===== src/rtl/kernel_sum.sv =====
// Serial float32 reduction of one N-entry product kernel into the normalisation weight W_p.
// One kernel is captured per strobe; strobes that arrive while reducing are dropped and flagged.
module kernel_sum #(
    parameter int N     = 49,
    parameter int IDX_W = 6
) (
    input  logic                clk,
    input  logic                rst,
    input  logic [N-1:0][31:0]  product,
    input  logic                product_valid,
    output logic [31:0]         sum,
    output logic                sum_valid,
    output logic                busy,
    output logic                overrun,
    output logic                state_dbg
);

    typedef enum logic {S_IDLE = 1'b0, S_ACC = 1'b1} state_t;

    localparam logic [IDX_W-1:0] LAST_IDX = IDX_W'(N - 1);
    localparam logic [31:0]      POS_INF  = 32'h7F80_0000;

    state_t               state_q, state_d;
    logic [N-1:0][31:0]   kbuf_q;
    logic [31:0]          acc_q, acc_d;
    logic [IDX_W-1:0]     idx_q, idx_d;
    logic [31:0]          sum_q, sum_d;
    logic                 sum_valid_q, sum_valid_d;
    logic                 busy_q, busy_d;
    logic                 overrun_q, overrun_d;
    logic                 load;
    logic [31:0]          add_res;

    // Unsigned truncating add: denormals are zero, exponent 255 is +inf, no NaN.
    function automatic logic [31:0] fadd(input logic [31:0] a, input logic [31:0] b);
        logic [7:0]  ea, eb, big_e, diff;
        logic [23:0] m_big, m_sml;
        logic [24:0] msum;
        logic [8:0]  res_e;
        logic [31:0] res;
        ea    = a[30:23];
        eb    = b[30:23];
        big_e = 8'd0;
        diff  = 8'd0;
        m_big = 24'd0;
        m_sml = 24'd0;
        msum  = 25'd0;
        res_e = 9'd0;
        res   = 32'd0;
        if (ea == 8'hFF || eb == 8'hFF) begin
            res = POS_INF;
        end else if (ea == 8'd0 && eb == 8'd0) begin
            res = 32'd0;
        end else if (ea == 8'd0) begin
            res = {1'b0, b[30:0]};
        end else if (eb == 8'd0) begin
            res = {1'b0, a[30:0]};
        end else begin
            if (ea >= eb) begin
                big_e = ea;
                diff  = ea - eb;
                m_big = {1'b1, a[22:0]};
                m_sml = {1'b1, b[22:0]};
            end else begin
                big_e = eb;
                diff  = eb - ea;
                m_big = {1'b1, b[22:0]};
                m_sml = {1'b1, a[22:0]};
            end
            m_sml = (diff >= 8'd25) ? 24'd0 : (m_sml >> diff);
            msum  = {1'b0, m_big} + {1'b0, m_sml};
            res_e = {1'b0, big_e};
            if (msum[24]) begin
                msum  = msum >> 1;
                res_e = res_e + 9'd1;
            end
            res = (res_e >= 9'd255) ? POS_INF : {1'b0, res_e[7:0], msum[22:0]};
        end
        return res;
    endfunction

    assign add_res = fadd(acc_q, kbuf_q[idx_q]);

    always_ff @(posedge clk) begin
        if (rst) begin
            state_q <= S_IDLE;
        end else begin
            state_q <= state_d;
        end
    end

    always_comb begin
        state_d = state_q;
        case (state_q)
            S_IDLE:  if (product_valid)     state_d = S_ACC;
            S_ACC:   if (idx_q == LAST_IDX) state_d = S_IDLE;
            default: state_d = S_IDLE;
        endcase
    end

    always_comb begin
        load        = 1'b0;
        acc_d       = acc_q;
        idx_d       = idx_q;
        sum_d       = sum_q;
        sum_valid_d = 1'b0;
        busy_d      = busy_q;
        overrun_d   = 1'b0;
        case (state_q)
            S_IDLE: begin
                if (product_valid) begin
                    load   = 1'b1;
                    acc_d  = 32'd0;
                    idx_d  = '0;
                    busy_d = 1'b1;
                end
            end
            S_ACC: begin
                acc_d     = add_res;
                idx_d     = idx_q + 1'b1;
                overrun_d = product_valid;
                if (idx_q == LAST_IDX) begin
                    idx_d       = '0;
                    sum_d       = add_res;
                    sum_valid_d = 1'b1;
                    busy_d      = 1'b0;
                end
            end
            default: ;
        endcase
    end

    // The kernel buffer needs no reset: it is always overwritten before it is read.
    always_ff @(posedge clk) begin
        if (load) begin
            kbuf_q <= product;
        end
    end

    always_ff @(posedge clk) begin
        if (rst) begin
            acc_q       <= 32'd0;
            idx_q       <= '0;
            sum_q       <= 32'd0;
            sum_valid_q <= 1'b0;
            busy_q      <= 1'b0;
            overrun_q   <= 1'b0;
        end else begin
            acc_q       <= acc_d;
            idx_q       <= idx_d;
            sum_q       <= sum_d;
            sum_valid_q <= sum_valid_d;
            busy_q      <= busy_d;
            overrun_q   <= overrun_d;
        end
    end

    assign sum       = sum_q;
    assign sum_valid = sum_valid_q;
    assign busy      = busy_q;
    assign overrun   = overrun_q;
    assign state_dbg = state_q;

endmodule


===== config.mk =====
export PLATFORM = sky130hd
export DESIGN_NAME = kernel_sum
export DESIGN_NICKNAME = d
export VERILOG_FILES = /design/src/rtl/kernel_sum.sv
export SDC_FILE = /design/constraint.sdc
export NUM_CORES = 2
export LEC_CHECK = 0
export ABC_AREA = 1
export BUFFER_PORTS_ARGS = -buffer_cell sky130_fd_sc_hd__buf_2
export CAP_MARGIN = 20
export CELL_PAD_IN_SITES_DETAIL_PLACEMENT = 0
export CELL_PAD_IN_SITES_GLOBAL_PLACEMENT = 1
export CORE_AREA = 3 3 621 623
export CTS_CLUSTER_SIZE = 16
export DETAILED_ROUTE_END_ITERATION = 10
export DIE_AREA = 0 0 624 626
export GPL_TIMING_DRIVEN = 0
export PLACE_DENSITY_LB_ADDON = 0.08
export SETUP_SLACK_MARGIN = 0.05
export SYNTH_ARGS = -nofsm -noshare
export SYNTH_HDL_FRONTEND = slang
export SYNTH_SLANG_ARGS = --single-unit

===== constraint.sdc =====
create_clock -name clk -period 244.5 [get_ports clk]
set_input_delay 61.125 -clock clk [delete_from_list [all_inputs] [get_ports clk]]
set_output_delay 61.125 -clock clk [all_outputs]
set_load 0.05 [all_outputs]

* Word level (Yosys, flattened, before mapping)
Cells that the tools add are included.
** Word-level totals
- Output and inout port bits :: 36
- Register bits after elaboration :: 1641
- Input bits :: 1571
- Logic and storage cells :: 126
** Cells by class
- Reductions and logical operators :: 7
- $lt $le $gt $ge :: 4
- $add $sub $neg :: 5
- Shift operators :: 1
- Eq/ne operators :: 5
- Multiplexer cells :: 47
- Bitwise logic cells :: 1
** Operator list (count)
- $mux W31 :: 7
- $mux W24 :: 9
- $bmux W32 S6 :: 1
- $mux W8 :: 10
- $mux W23 :: 3
- $pmux W31 S2 :: 1
- $mux W9 :: 5
- $add A24 B24 Y25 :: 1
- $shr A24 B8 Y24 :: 1
- $eq A8 B8 Y1 const B :: 2
- $logic_not A8 Y1 :: 2
- $sub A8 B8 Y8 :: 2
- $mux W6 :: 2
- $pmux W6 S2 :: 1
- $add A8 B1 Y9 const B :: 1
- $ge A9 B8 Y1 const B :: 1
- $ge A8 B5 Y1 const B :: 1
- $ge A8 B8 Y1 :: 1
- $lt A6 B7 Y1 const B :: 1
- $add A6 B1 Y6 const B :: 1
- $eq A6 B6 Y1 const B :: 1
- $mux W1 :: 6
- $pmux W1 S2 :: 2
- $reduce_and A2 Y1 :: 2
- 6 further kinds :: 6

* Logic depth before layout (Yosys ltp)
- Depth after elaboration :: 23
- Gate-level depth with buffers :: 58
- Mapped depth without buffers :: 54

* Worst setup path after synthesis
Ideal clock, no wire load.
- Path type :: input to register
- From :: input product_valid
- To :: register kbuf_q[0] (netlist name) (enable)
- Buffers on the path :: 0
- Setup slack :: 116.162 ns
- Required time :: 240.995 ns
- Cell stages on the path :: 2
- Arrival :: 124.833 ns
- Library setup time :: 3.505 ns
- Path through :: inv_1 -> nor2_1
** On the way
- Longest elaborated chain between the ends :: 2
** Ends and longest elaborated chain
- start: declaration :: line 10 : input logic product_valid,
- $mux W1 :: line 111 : if (product_valid) begin
- $mux W1 :: line 109 : case (state_q)
- net load :: line 31 : logic load;
- end signal: assignment :: line 136 : kbuf_q <= product;
- end: declaration :: line 24 : logic [N-1:0][31:0] kbuf_q;
The timed path passes the listed nets, and every way through them passes these cells.
A chain may end at the register's enable or synchronous reset.

* Worst setup path after layout
- From :: input product_valid
- To :: register kbuf_q[1011] (netlist name) (enable)
The elaborated chain is that of the path after synthesis.

==> flow_summary.ini <==
[timing]
fmax_mhz = 15.7
worstMarginPinSlew_ns = 1.62
fin_crit_sh_pct = 26.0
setup_viol = 0
period_minus_slack_ns = 63.54
skew_ns = 0.0964
max_slew_margin_pct = -7.73
fin_tns_setup_ns = 0
hold_viol_final = 0
slew_viol_final = 1
rsz0062_at_grt = no

[placed_design]
dp.cells = 12500
gp_congestion = 0.862
port_buffers = 1556
place_hpwl_microns = 407000

[synth]
synthFlopType = edfxtp_1
synth-async-reset-ratio_pct = 0
yosys.area.top_type = edfxtp_1
yosys.area.top_type_share_pct = 67.1
synth.area.top_cells = edfxtp_1 67%, nand2_1 8.5%, nand3_1 3.9%
synth_compound_area_share_pct = 9.13
synth_seq_area_share_pct = 69.2
syn-num-nets = 7435
netlist_instances = 5820
syn_area_sq_um = 68000
syn_area_per_cell_sq_um = 11.7
synth-seq-cells = 1591
muxShareOfSynthArea_pct = 1.38
ys_warn_count = 0
synthAdderAreaFrac_pct = 0.843
synth_top_family_by_area = simple AND/OR/NAND/NOR gates
synth.distinct_cells = 60
synth-edff-count = 1519
synthSimpleGateAreaFrac_pct = 15.2
synth_xor_area_share_pct = 0.425

[routing]
wl_met2_microns = 256000
dr_total_vias = 58700
top_layer_used = met5
wl_met3_microns = 28500
drt-initial-drc-count = 5190
drt_first_pass_iters = 6
viasPerCell = 4.48
postRouteAntennaNets = 0
wire_per_inst_microns = 38.6
wl_met1_microns = 204000
drcViolationCount = 0
wl_microns = 506000

[critical_path]
critical-path-top-delay-family = buffers and inverters
cp-start-kind = input port
critical_path.max_fanout = 33
critPathMaxStageDelay_ns = 0.38
r2r_slack_ns = 234.20
critPathBufInv = 12
cp-end-kind = flip-flop
slowest_stage = nor2_4
cp_data_required_time_ns = 245.10
cp.arrival_ns = 64.14
path_class = input port to flip-flop
cp_cell_sequence = buf_2, inv_1, nor2_4, buf_12, buf_12, buf_12, buf_16, buf_16, buf_12, buf_12, buf_12, buf_12, buf_12
timing.critical_path.mode_cell = buf_12

[clock_tree]
clk_pin_slew_ns = 0.05
clockRootBuffer = clkbuf_16
post_cts_buffers = 0
insertion_delay_ns = 0.95
cts_buffers = 212
cts_resized = 0
cts-hold-fix-buffers = 0
htreeDepth = 4
cts_tree = yes
cts_buffer_depth = 4
clock_sinks = 1591

[floorplan]
dieHeight_microns = 626
start_util_pct = 17.8
die_w_microns = 624
die_area_sq_um = 391000
io_pins = 1607
core_sq_um = 381000
placementRows = 227

[power]
p_total_mw = 0.816
clkPwrFrac_pct = 40.8
power_frac_seq_pct = 39.7
p_int_mw = 0.558
power_frac_comb_pct = 19.5
sw_frac_of_total_pct = 31.6
power_switching_mw = 0.258
p_leak_nw = 36.0
ir_drop_mv = 0.00539
powerDensity_nw_per_um2 = 8.90

[final_layout]
multiInputGateArea_sq_um = 18400
final_common_cell = buf_2
num-fill-cells = 41200
area_delta_synth_final_pct = 34.9
final_cell_mix = 1738 x buf_2, 1541 x nand2_1, 1519 x edfxtp_1, 533 x nand3_1, 507 x a21oi_1
fin_nets = 9304
fin_cells = 13100
register_area_sq_um = 47100
layout-drive-gt1-share_pct = 29.4

[status]
violations = max-slew violations
outcome = finished, violations left

[global_routing]
grt_pass1_vias = 57700
grt_pass1_wl_microns = 631000
grt_start_max_net_pins = 34
overflow = 0
grt_antenna_before_repair = 642
track_usage_pct = 25.0

[hold_path]
hold_path.class = flip-flop to flip-flop

[job]
max_cap_violations = 0
## cells in the mapped netlist, types with 16 or more instances
| master | count |
|---|---|
| buf_6 | 19 |
| o21ai_0 | 159 |
| a32o_1 | 31 |
| clkbuf_1 | 101 |
| o21ai_1 | 47 |
| or2_2 | 31 |
| inv_1 | 168 |
| buf_1 | 43 |
| inv_2 | 20 |
| buf_4 | 30 |
| nand2_2 | 16 |
| mux2i_1 | 94 |
| ha_1 | 41 |
| nor2_1 | 248 |
| nand3_1 | 533 |
| o2111ai_1 | 30 |
| edfxtp_1 | 1519 |
| buf_2 | 173 |
| dfxtp_1 | 72 |
| nand2_1 | 1541 |
| o211ai_1 | 42 |
| xor2_1 | 20 |
| a22oi_1 | 124 |
| a221oi_1 | 38 |
| a21oi_1 | 507 |
| nor3_1 | 19 |
| nand4_1 | 33 |
## power by group through the flow
| stage | clock (mW) | combinational, mW | sequential (mW) |
|---|---|---|---|
| after CTS | 0.342 | 0.160 | 0.324 |
| after global routing | 0.351 | 0.171 | 0.325 |
| final | 0.333 | 0.159 | 0.324 |
| after global placement | 0 | 0.157 | 0.389 |
| after floorplan | 0 | 0.0788 | 0.363 |
| after detailed placement | 0 | 0.160 | 0.330 |
## worst reg2reg max path: cells and delay by family, from the launching register on
kind | cells | cell delay, ns
flip-flops | 1 | 0.40
adder cells (fa/ha/maj) | 3 | 1.10
AND/OR/NAND/NOR | 25 | 3.69
buffers and inverters | 10 | 3.36
AO/OA/AOI/OAI | 8 | 1.65
## cell type report
cell class              count  share of cell area [%]
flip-flops and latches   1591                    51.3
multi-input cells        3671                    20.1
repair buffers           1655                    10.5
well taps                5038                    6.87
clock buffers             247                    6.05
plain buffers             366                    2.04
clock inverters           148                    1.80
inverters                 192                   0.797
diodes                    200                   0.546
## logic make-up (layout without fill, tap and decap cells)
group                      after synthesis  after routing
AOI/OAI and AO/OA                     1039           1039
xor gates and xnor gates                33             33
adders and majority gates               44             44
buffers and inverters                  558           2608
DFF                                   1591           1591
muxes                                   94             94
other                                    1            201
and+or+nand+nor                       2460           2460
## worst paths after layout
| kind | startpoint | to | cells past startpoint |
|---|---|---|---|
| setup reg to reg | idx_q[1] | sum[17] | 46 |
| hold / removal | sum[17] | sum[17] | 2 |
| hold reg to reg | sum[17] | sum[17] | 2 |
| setup / recovery | product_valid | kbuf_q[1011] | 13 |
## routing by layer
layer  vias to the layer above  track usage, %
li1                      25100               -
met1                     29500            30.3
met2                      2805            45.3
met3                      1212            4.77
met4                       156            6.02
met5                         -               0
## state kept, by name, indices dropped and copies added (netlist names)
| name | flops |
|---|---|
| state_dbg | 1 |
| busy | 1 |
| sum_valid | 1 |
| idx_q | 6 |
| kbuf_q | 1519 |
| acc_q | 31 |
| sum | 31 |
| overrun | 1 |
## per-stage QoR
| stage | util (%) | worst slack (ns) | hold slack [ns] | instance area [sq um] |
|---|---|---|---|---|
| 2_1_floorplan | - | 116.16 | 0.453 | 68000 |
| 3_3_place_gp | 21.5 | 76.99 | 0.446 | 82100 |
| 3_5_place_dp | 22.0 | 179.98 | 0.440 | 84000 |
| 4_1_cts | 23.9 | 181.00 | 0.454 | 91200 |
| 5_1_grt | 24.0 | 180.79 | 0.469 | 91400 |
| 6_report | 24.0 | 180.97 | 0.450 | 91700 |
(Power assumes the default switching activity.)
